[src/rtl/pipe_pkg.sv]
// Shared constants for the front-end pipeline registers.
// Control bundle layout and the NOP encoding.
package pipe_pkg;
  localparam int CTRL_W = 9;

  localparam int CTRL_REGWRITE = 8;
  localparam int CTRL_MEMTOREG = 7;
  localparam int CTRL_MEMWRITE = 6;
  localparam int CTRL_BRANCH   = 5;
  localparam int CTRL_ALUC_HI  = 4;
  localparam int CTRL_ALUC_LO  = 2;
  localparam int CTRL_ALUSRC   = 1;
  localparam int CTRL_REGDST   = 0;

  localparam logic [31:0] NOP_INSTR = 32'h0;
endpackage

[src/rtl/pipe_reg_enc.sv]
// Generic pipeline register: reset, enable (hold), clear, load.
// Priority is rst > hold > clr > load.
module pipe_reg_enc #(
  parameter int         W       = 32,
  parameter logic [W-1:0] RST_VAL = '0
) (
  input  logic         clk,
  input  logic         rst,
  input  logic         en_i,
  input  logic         clr_i,
  input  logic [W-1:0] d_i,
  output logic [W-1:0] q_o
);
  logic [W-1:0] q_q;
  logic [W-1:0] q_d;

  // next-state: hold when disabled, zero on clear, else load
  always_comb begin
    q_d = q_q;
    if (en_i) begin
      if (clr_i) q_d = '0;
      else       q_d = d_i;
    end
  end

  // state register with synchronous reset
  always_ff @(posedge clk) begin
    if (rst) q_q <= RST_VAL;
    else     q_q <= q_d;
  end

  assign q_o = q_q;
endmodule

[src/rtl/pipe_front_regs.sv]
// PC, IF/ID and ID/EX registers driven by hazard stall/flush.
// Also keeps saturating stall and flush event counters.
module pipe_front_regs
  import pipe_pkg::*;
#(
  parameter int          DW       = 32,
  parameter logic [DW-1:0] RESET_PC = '0,
  parameter int          CNT_W    = 16
) (
  input  logic              clk,
  input  logic              rst,
  input  logic              stallF,
  input  logic              stallD,
  input  logic              flushD,
  input  logic              flushE,
  input  logic [DW-1:0]     pcNextF,
  input  logic [DW-1:0]     instrF,
  input  logic [DW-1:0]     pcPlus4F,
  output logic [DW-1:0]     pcF,
  output logic [DW-1:0]     instrD,
  output logic [DW-1:0]     pcPlus4D,
  output logic              validD,
  input  logic [CTRL_W-1:0] ctrlD,
  input  logic [DW-1:0]     rd1D,
  input  logic [DW-1:0]     rd2D,
  input  logic [4:0]        rsD,
  input  logic [4:0]        rtD,
  input  logic [4:0]        rdD,
  input  logic [DW-1:0]     signImmD,
  output logic [CTRL_W-1:0] ctrlE,
  output logic [DW-1:0]     rd1E,
  output logic [DW-1:0]     rd2E,
  output logic [4:0]        rsE,
  output logic [4:0]        rtE,
  output logic [4:0]        rdE,
  output logic [DW-1:0]     signImmE,
  output logic              validE,
  output logic [CNT_W-1:0]  stallCnt,
  output logic [CNT_W-1:0]  flushCnt
);
  localparam int DWD = 2 * DW + 1;
  localparam int EWD = CTRL_W + 3 * DW + 16;
  localparam logic [CNT_W-1:0] CMAX = {CNT_W{1'b1}};

  logic [DWD-1:0] ifid_d, ifid_q;
  logic [EWD-1:0] idex_d, idex_q;

  pipe_reg_enc #(.W(DW), .RST_VAL(RESET_PC)) u_pc (
    .clk   (clk),
    .rst   (rst),
    .en_i  (~stallF),
    .clr_i (1'b0),
    .d_i   (pcNextF),
    .q_o   (pcF)
  );

  assign ifid_d = {1'b1, instrF, pcPlus4F};

  pipe_reg_enc #(.W(DWD)) u_ifid (
    .clk   (clk),
    .rst   (rst),
    .en_i  (~stallD),
    .clr_i (flushD),
    .d_i   (ifid_d),
    .q_o   (ifid_q)
  );

  assign {validD, instrD, pcPlus4D} = ifid_q;

  assign idex_d = {validD, ctrlD, rd1D, rd2D,
                   rsD, rtD, rdD, signImmD};

  pipe_reg_enc #(.W(EWD)) u_idex (
    .clk   (clk),
    .rst   (rst),
    .en_i  (1'b1),
    .clr_i (flushE),
    .d_i   (idex_d),
    .q_o   (idex_q)
  );

  assign {validE, ctrlE, rd1E, rd2E,
          rsE, rtE, rdE, signImmE} = idex_q;

  logic [CNT_W-1:0] stall_cnt_q, stall_cnt_d;
  logic [CNT_W-1:0] flush_cnt_q, flush_cnt_d;

  // saturating increments for stall and flush events
  always_comb begin
    stall_cnt_d = stall_cnt_q;
    flush_cnt_d = flush_cnt_q;
    if (stallF && stall_cnt_q != CMAX)
      stall_cnt_d = stall_cnt_q + CNT_W'(1);
    if ((flushD || flushE) && flush_cnt_q != CMAX)
      flush_cnt_d = flush_cnt_q + CNT_W'(1);
  end

  // counter registers, cleared by reset
  always_ff @(posedge clk) begin
    if (rst) begin
      stall_cnt_q <= '0;
      flush_cnt_q <= '0;
    end else begin
      stall_cnt_q <= stall_cnt_d;
      flush_cnt_q <= flush_cnt_d;
    end
  end

  assign stallCnt = stall_cnt_q;
  assign flushCnt = flush_cnt_q;
endmodule

[config.mk]
export PLATFORM = sky130hd
export DESIGN_NAME = pipe_front_regs
export DESIGN_NICKNAME = d
export VERILOG_FILES = /design/src/rtl/pipe_pkg.sv /design/src/rtl/pipe_reg_enc.sv /design/src/rtl/pipe_front_regs.sv
export SDC_FILE = /design/constraint.sdc
export NUM_CORES = 1
export LEC_CHECK = 0
export CELL_PAD_IN_SITES_DETAIL_PLACEMENT = 1
export CELL_PAD_IN_SITES_GLOBAL_PLACEMENT = 1
export CORE_AREA = 2 2 185 187
export CTS_BUF_LIST = sky130_fd_sc_hd__clkbuf_16
export DETAILED_ROUTE_END_ITERATION = 12
export DIE_AREA = 0 0 187 189
export DONT_BUFFER_PORTS = 1
export GPL_TIMING_DRIVEN = 0
export PLACE_DENSITY = 0.57
export SYNTH_ARGS = -nofsm -noshare
export SYNTH_HDL_FRONTEND = slang
export SYNTH_SLANG_ARGS = --single-unit
[constraint.sdc]
create_clock -name clk -period 5.8 [get_ports clk]
set_input_delay 0.58 -clock clk [delete_from_list [all_inputs] [get_ports clk]]
set_output_delay 0.58 -clock clk [all_outputs]
set_load 0.02 [all_outputs]
=== Yosys cells after proc, flatten, opt, wreduce, memory -nomap -nowiden ===
Cells that the tools add are included.

* Output and inout port bits: 250
* Bits in registers: 250
* Logic and storage cells: 14
* Input bits: 222

* Multiplexer cells: 1
* Reductions and logical operators: 4
* Equality and inequality tests: 2
* $add $sub $neg: 2

{| class="wikitable"
|+ Operator list
! cell !! count
|-
| 2-to-1 mux 65 bit || 1
|-
| adder 16 x 1 -> 16 bit, second input constant || 2
|-
| inequality test 16 bit, second input constant || 2
|-
| logical AND 1 bit || 2
|-
| OR reduction 2 bit || 1
|-
| logical OR 1 bit || 1
|}

=== Logic depth before layout (Yosys ltp) ===
* Depth after elaboration: 2
* Mapped depth: 6

=== Cells and area by module ===
A second synthesis with hierarchy kept.

* Cells, all modules: 1163
* Area total of the unflattened synthesis: 10720.3 µm²

{| class="wikitable"
|+ Modules (own cells, without submodules)
! module !! cells an instance !! times used !! sequential area each (µm²) !! area an instance (µm²)
|-
| pipe_reg_enc (u_idex) || 537 || 1 || 2422.3 || 4979.8
|-
| pipe_reg_enc (u_ifid) || 288 || 1 || 1301.2 || 2696.3
|-
| pipe_front_regs || 197 || 1 || 640.6 || 1680.4
|-
| pipe_reg_enc (u_pc) || 141 || 1 || 640.6 || 1363.8
|}

=== Worst setup path before layout ===
OpenSTA, ideal clock, no wires.

* Path kind: input-to-reg
* From: input stallF
* To: register stall_cnt_q[14] (netlist: stallCnt[14])
* Arrival: 1.990 ns
* Data required time: 5.685 ns
* Path slack: 3.694 ns
* Stages on the path: 6
* Cell sequence: buf_6 > clkinv_4 > buf_2 > or3_2 > or4_1 > and3_1

* Word-level cells in the longest chain between the ends: 1

{| class="wikitable"
|+ Ends and longest elaborated chain
! element !! line !! text
|-
| start: declaration || pipe_front_regs.sv:12 || <nowiki>input logic stallF,</nowiki>
|-
| logical AND 1 bit || pipe_front_regs.sv:92 || <nowiki>if (stallF && stall_cnt_q != CMAX)</nowiki>
|-
| end signal: assignment || pipe_front_regs.sv:104 || <nowiki>stall_cnt_q <= stall_cnt_d;</nowiki>
|-
| end: declaration || pipe_front_regs.sv:85 || <nowiki>logic [CNT_W-1:0] stall_cnt_q, stall_cnt_d;</nowiki>
|}

No other way between the ends.
A chain may end at the register's enable or synchronous reset.

=== Worst setup path after layout ===
* From: register stall_cnt_q[0] (netlist: stallCnt[0])
* To: register stall_cnt_q[14] (netlist: stallCnt[14])

* Word-level cells in the longest chain between the ends: 2
* Elaborated cells between the ends (all ways): 3

{| class="wikitable"
|+ Ends and longest elaborated chain
! element
|-
| parallel branches: the longest is 2 deep, another holds adder 16 x 1 -> 16 bit
|}

Several ways; the timed one is not identified.

==> results.yml <==
setup_path:
  cp_slowest_cell: "dfxtp_1"
  r2r-end: "stallCnt[14]"
  endpoint_kind: "flop"
  rrSetupSlack_ps: 3420
  crit_path_max_fanout: 7
  path_depth: 5
  worstPathCellList: "ha_1, nand3_1, or3_2, or4_1, and3_1"
  r2r_cells: 5
  max_stage_delay_ps: 570
  rr_startpoint: "stallCnt[0]"
  start_kind: "flop"
  path_class: "reg -> reg"
  cp_data_arrival_time_ps: 2800
  crit_path_start: "stallCnt[0]"
  required_ps: 6220
  path_buf_inv: 0
  cp_top_family: "simple AND/OR/NAND/NOR gates"
floorplan:
  die_w_um: 187
  coreArea_um2: 33300
  die_height_um: 189
  row_count: 67
  start_util_pct: 24.4
  die_area_um2: 35300
  ioPinCount: 472
clocking:
  htreeDepth: 1
  path_clk_slew_ps: 60
  cts_sinks: 250
  cts_setup_buffers: 0
  cts_buffers: 27
  clk_latency_ps: 530
  ctsRootBufferMaster: "clkbuf_16"
  cts_tree: "yes"
  cts.repair.resized: 0
  ctsHoldBuffers: 0
  cts.path.max_buffers: 3
sta:
  max_slew_margin_pct: 37.9
  fin_crit_ps: 2380
  final_max_slew_viol_count: 0
  rsz0062_at_grt: "false"
  setup_viol: 0
  hold_viol_final: 0
  clock_skew_ps: 4.94
  worst_slack_ps: 3420
  timing.setup.tns_ps: 0
  fin_crit_sh_pct: 41.0
  worst_pin_slew_ps: 932
  fmax_mhz: 420
placement:
  place_hpwl_mm: 20.2
  dp.cells: 1220
  io_buffers: 0
  post-place-ws_ps: 3380
  gp_congestion: 0.781
power:
  p_leak_nw: 3.67
  powerDensity_nw_per_um2: 393
  irDropWorstVdd_v: 0.000203
  finalPower_w: 0.00375
yosys:
  yosysUniqueCellTypes: 44
  synth_ff_type: "dfxtp_1"
  seq_area_frac_synth_pct: 61.5
  synth-edff-count: 0
  ys_ff_latch: 250
  synth.yosys.warnings: 0
  synthCells: 772
  synth_area_um2: 8130
  synth_nets: 996
  syn_area_per_cell_um2: 10.5
  synthArstFlopShare_pct: 0
worst_hold_path:
  hp-start: "rd1D[22]"
  hp-class: "in -> reg"
  hold-path-cell-count: 1
  hold_end: "u_idex.q_o[101]"
global_route:
  grt_max_degree: 14
  antenna_found_initial: 3
  grt_pass1_vias: 6071
  grt_usage_pct: 14.0
  overflow: 0
  grt_pass1_wl_mm: 38.3
drt:
  drtIter0Drc: 228
  drt_wl_total_mm: 26.3
  vias: 5848
  via_per_inst: 4.61
  drc_errors: 0
  ant_nets: 0
  wl_per_cell_um: 20.7
  drtPass1Iterations: 4
run:
  maxCapViolCount: 0
status:
  status: "completed"
final_layout:
  stdcell_count: 1269
  drive_above_1_share_pct: 6.71
  synthToLayoutAreaGrowth_pct: 17.6
  final_util_pct: 28.7
  nets: 1025
## area by class of cell
type	count	area [um2]
plain buffers	50	219
diodes	1	2.50
multi-input cells	465	2880
inverters	7	31.3
clock buffers	27	676
clock inverters	21	193
fillers	3827	23700
flip-flops and latches	250	5000
well taps	448	561
## placed cells by master (no fill, tap or decap), types with 2 or more instances in the layout
cell	n
dfxtp_1	250
and2_1	121
nor2_1	106
a22oi_1	63
clkbuf_1	43
mux2i_1	33
clkbuf_16	27
a21oi_1	26
inv_1	13
or4_1	13
o31ai_1	12
nand3_1	11
o21ai_0	10
nand2_1	10
nand4_1	8
or3_1	8
and4_1	7
clkinv_2	7
nor3_1	4
nor2b_1	4
mux2_2	4
bufinv_16	4
nor4_1	3
clkinv_1	3
clkbuf_8	2
buf_2	2
and3_1	2
o211a_1	2
a21o_1	2
ha_1	2
## where the power goes
part | total, W | leakage, nW | switching (W) | internal, W
Clock | 0.00170 | 0.459 | 0.000682 | 0.00102
Combinational | 0.000143 | 1.16 | 0.0000846 | 0.0000580
Sequential | 0.00191 | 2.05 | 0.000129 | 0.00179
## worst max-delay path by stage
stage               slack [ps]              to
finish                    3420    stallCnt[14]
global route              3260    stallCnt[14]
CTS                       3410    stallCnt[14]
detailed placement        3380  u_ifid.q_o[55]
global placement          3390  u_ifid.q_o[61]
floorplan                 3690    stallCnt[14]
## cell families (layout without fill, tap and decap cells)
logic type / count (synthesis) / in the layout / synth area share, %
compound gates: 122 / 122 / 10.2
other cells: 0 / 1 / 0
mux: 37 / 37 / 4.62
buf+inv: 57 / 105 / 3.08
flops: 250 / 250 / 61.5
simple gates: 304 / 304 / 20.2
fa+ha+maj: 2 / 2 / 0.308
## per-layer routing
layer | GRT usage, % | wire [um] | share of wire, %
met1 | 13.8 | 8970 | 34
met2 | 26.7 | 13900 | 53
met3 | 5.93 | 2790 | 11
met4 | 4.12 | 547 | 2.1
met5 | 0 | 26 | 0.099
## synth_stat cells (all sizes together), types with 3 or more instances
library cell / number / area, um2
mux2: 4 / 45.0
a21oi: 26 / 130
a22oi: 63 / 473
nor2b: 4 / 25.0
dfxtp: 250 / 5000
nor2: 106 / 398
o21ai: 10 / 50.1
or4: 14 / 106
nand4: 9 / 62.6
o31ai: 12 / 90.1
or3: 9 / 57.6
and4: 8 / 71.3
nor4: 3 / 18.8
and2: 121 / 757
nand2: 10 / 37.5
inv: 6 / 22.5
clkbuf: 46 / 194
buf: 4 / 25.0
nand3: 11 / 55.1
nor3: 4 / 20.0
mux2i: 33 / 330
## stage by stage
step | hold WS [ps] | area, um2
3_3_place_gp | 586 | 8690
6_report | 167 | 9560
3_5_place_dp | 594 | 8690
5_1_grt | 135 | 9560
4_1_cts | 134 | 9560
2_1_floorplan | 559 | 8130
## registers in the layout, summed over array words and instances (netlist names)
signal,flops
flushCnt,16
stallCnt,16
u_idex.q_o,121
u_ifid.q_o,65
u_pc.q_o,32
No activity file was read; power rests on OpenSTA's default activity.
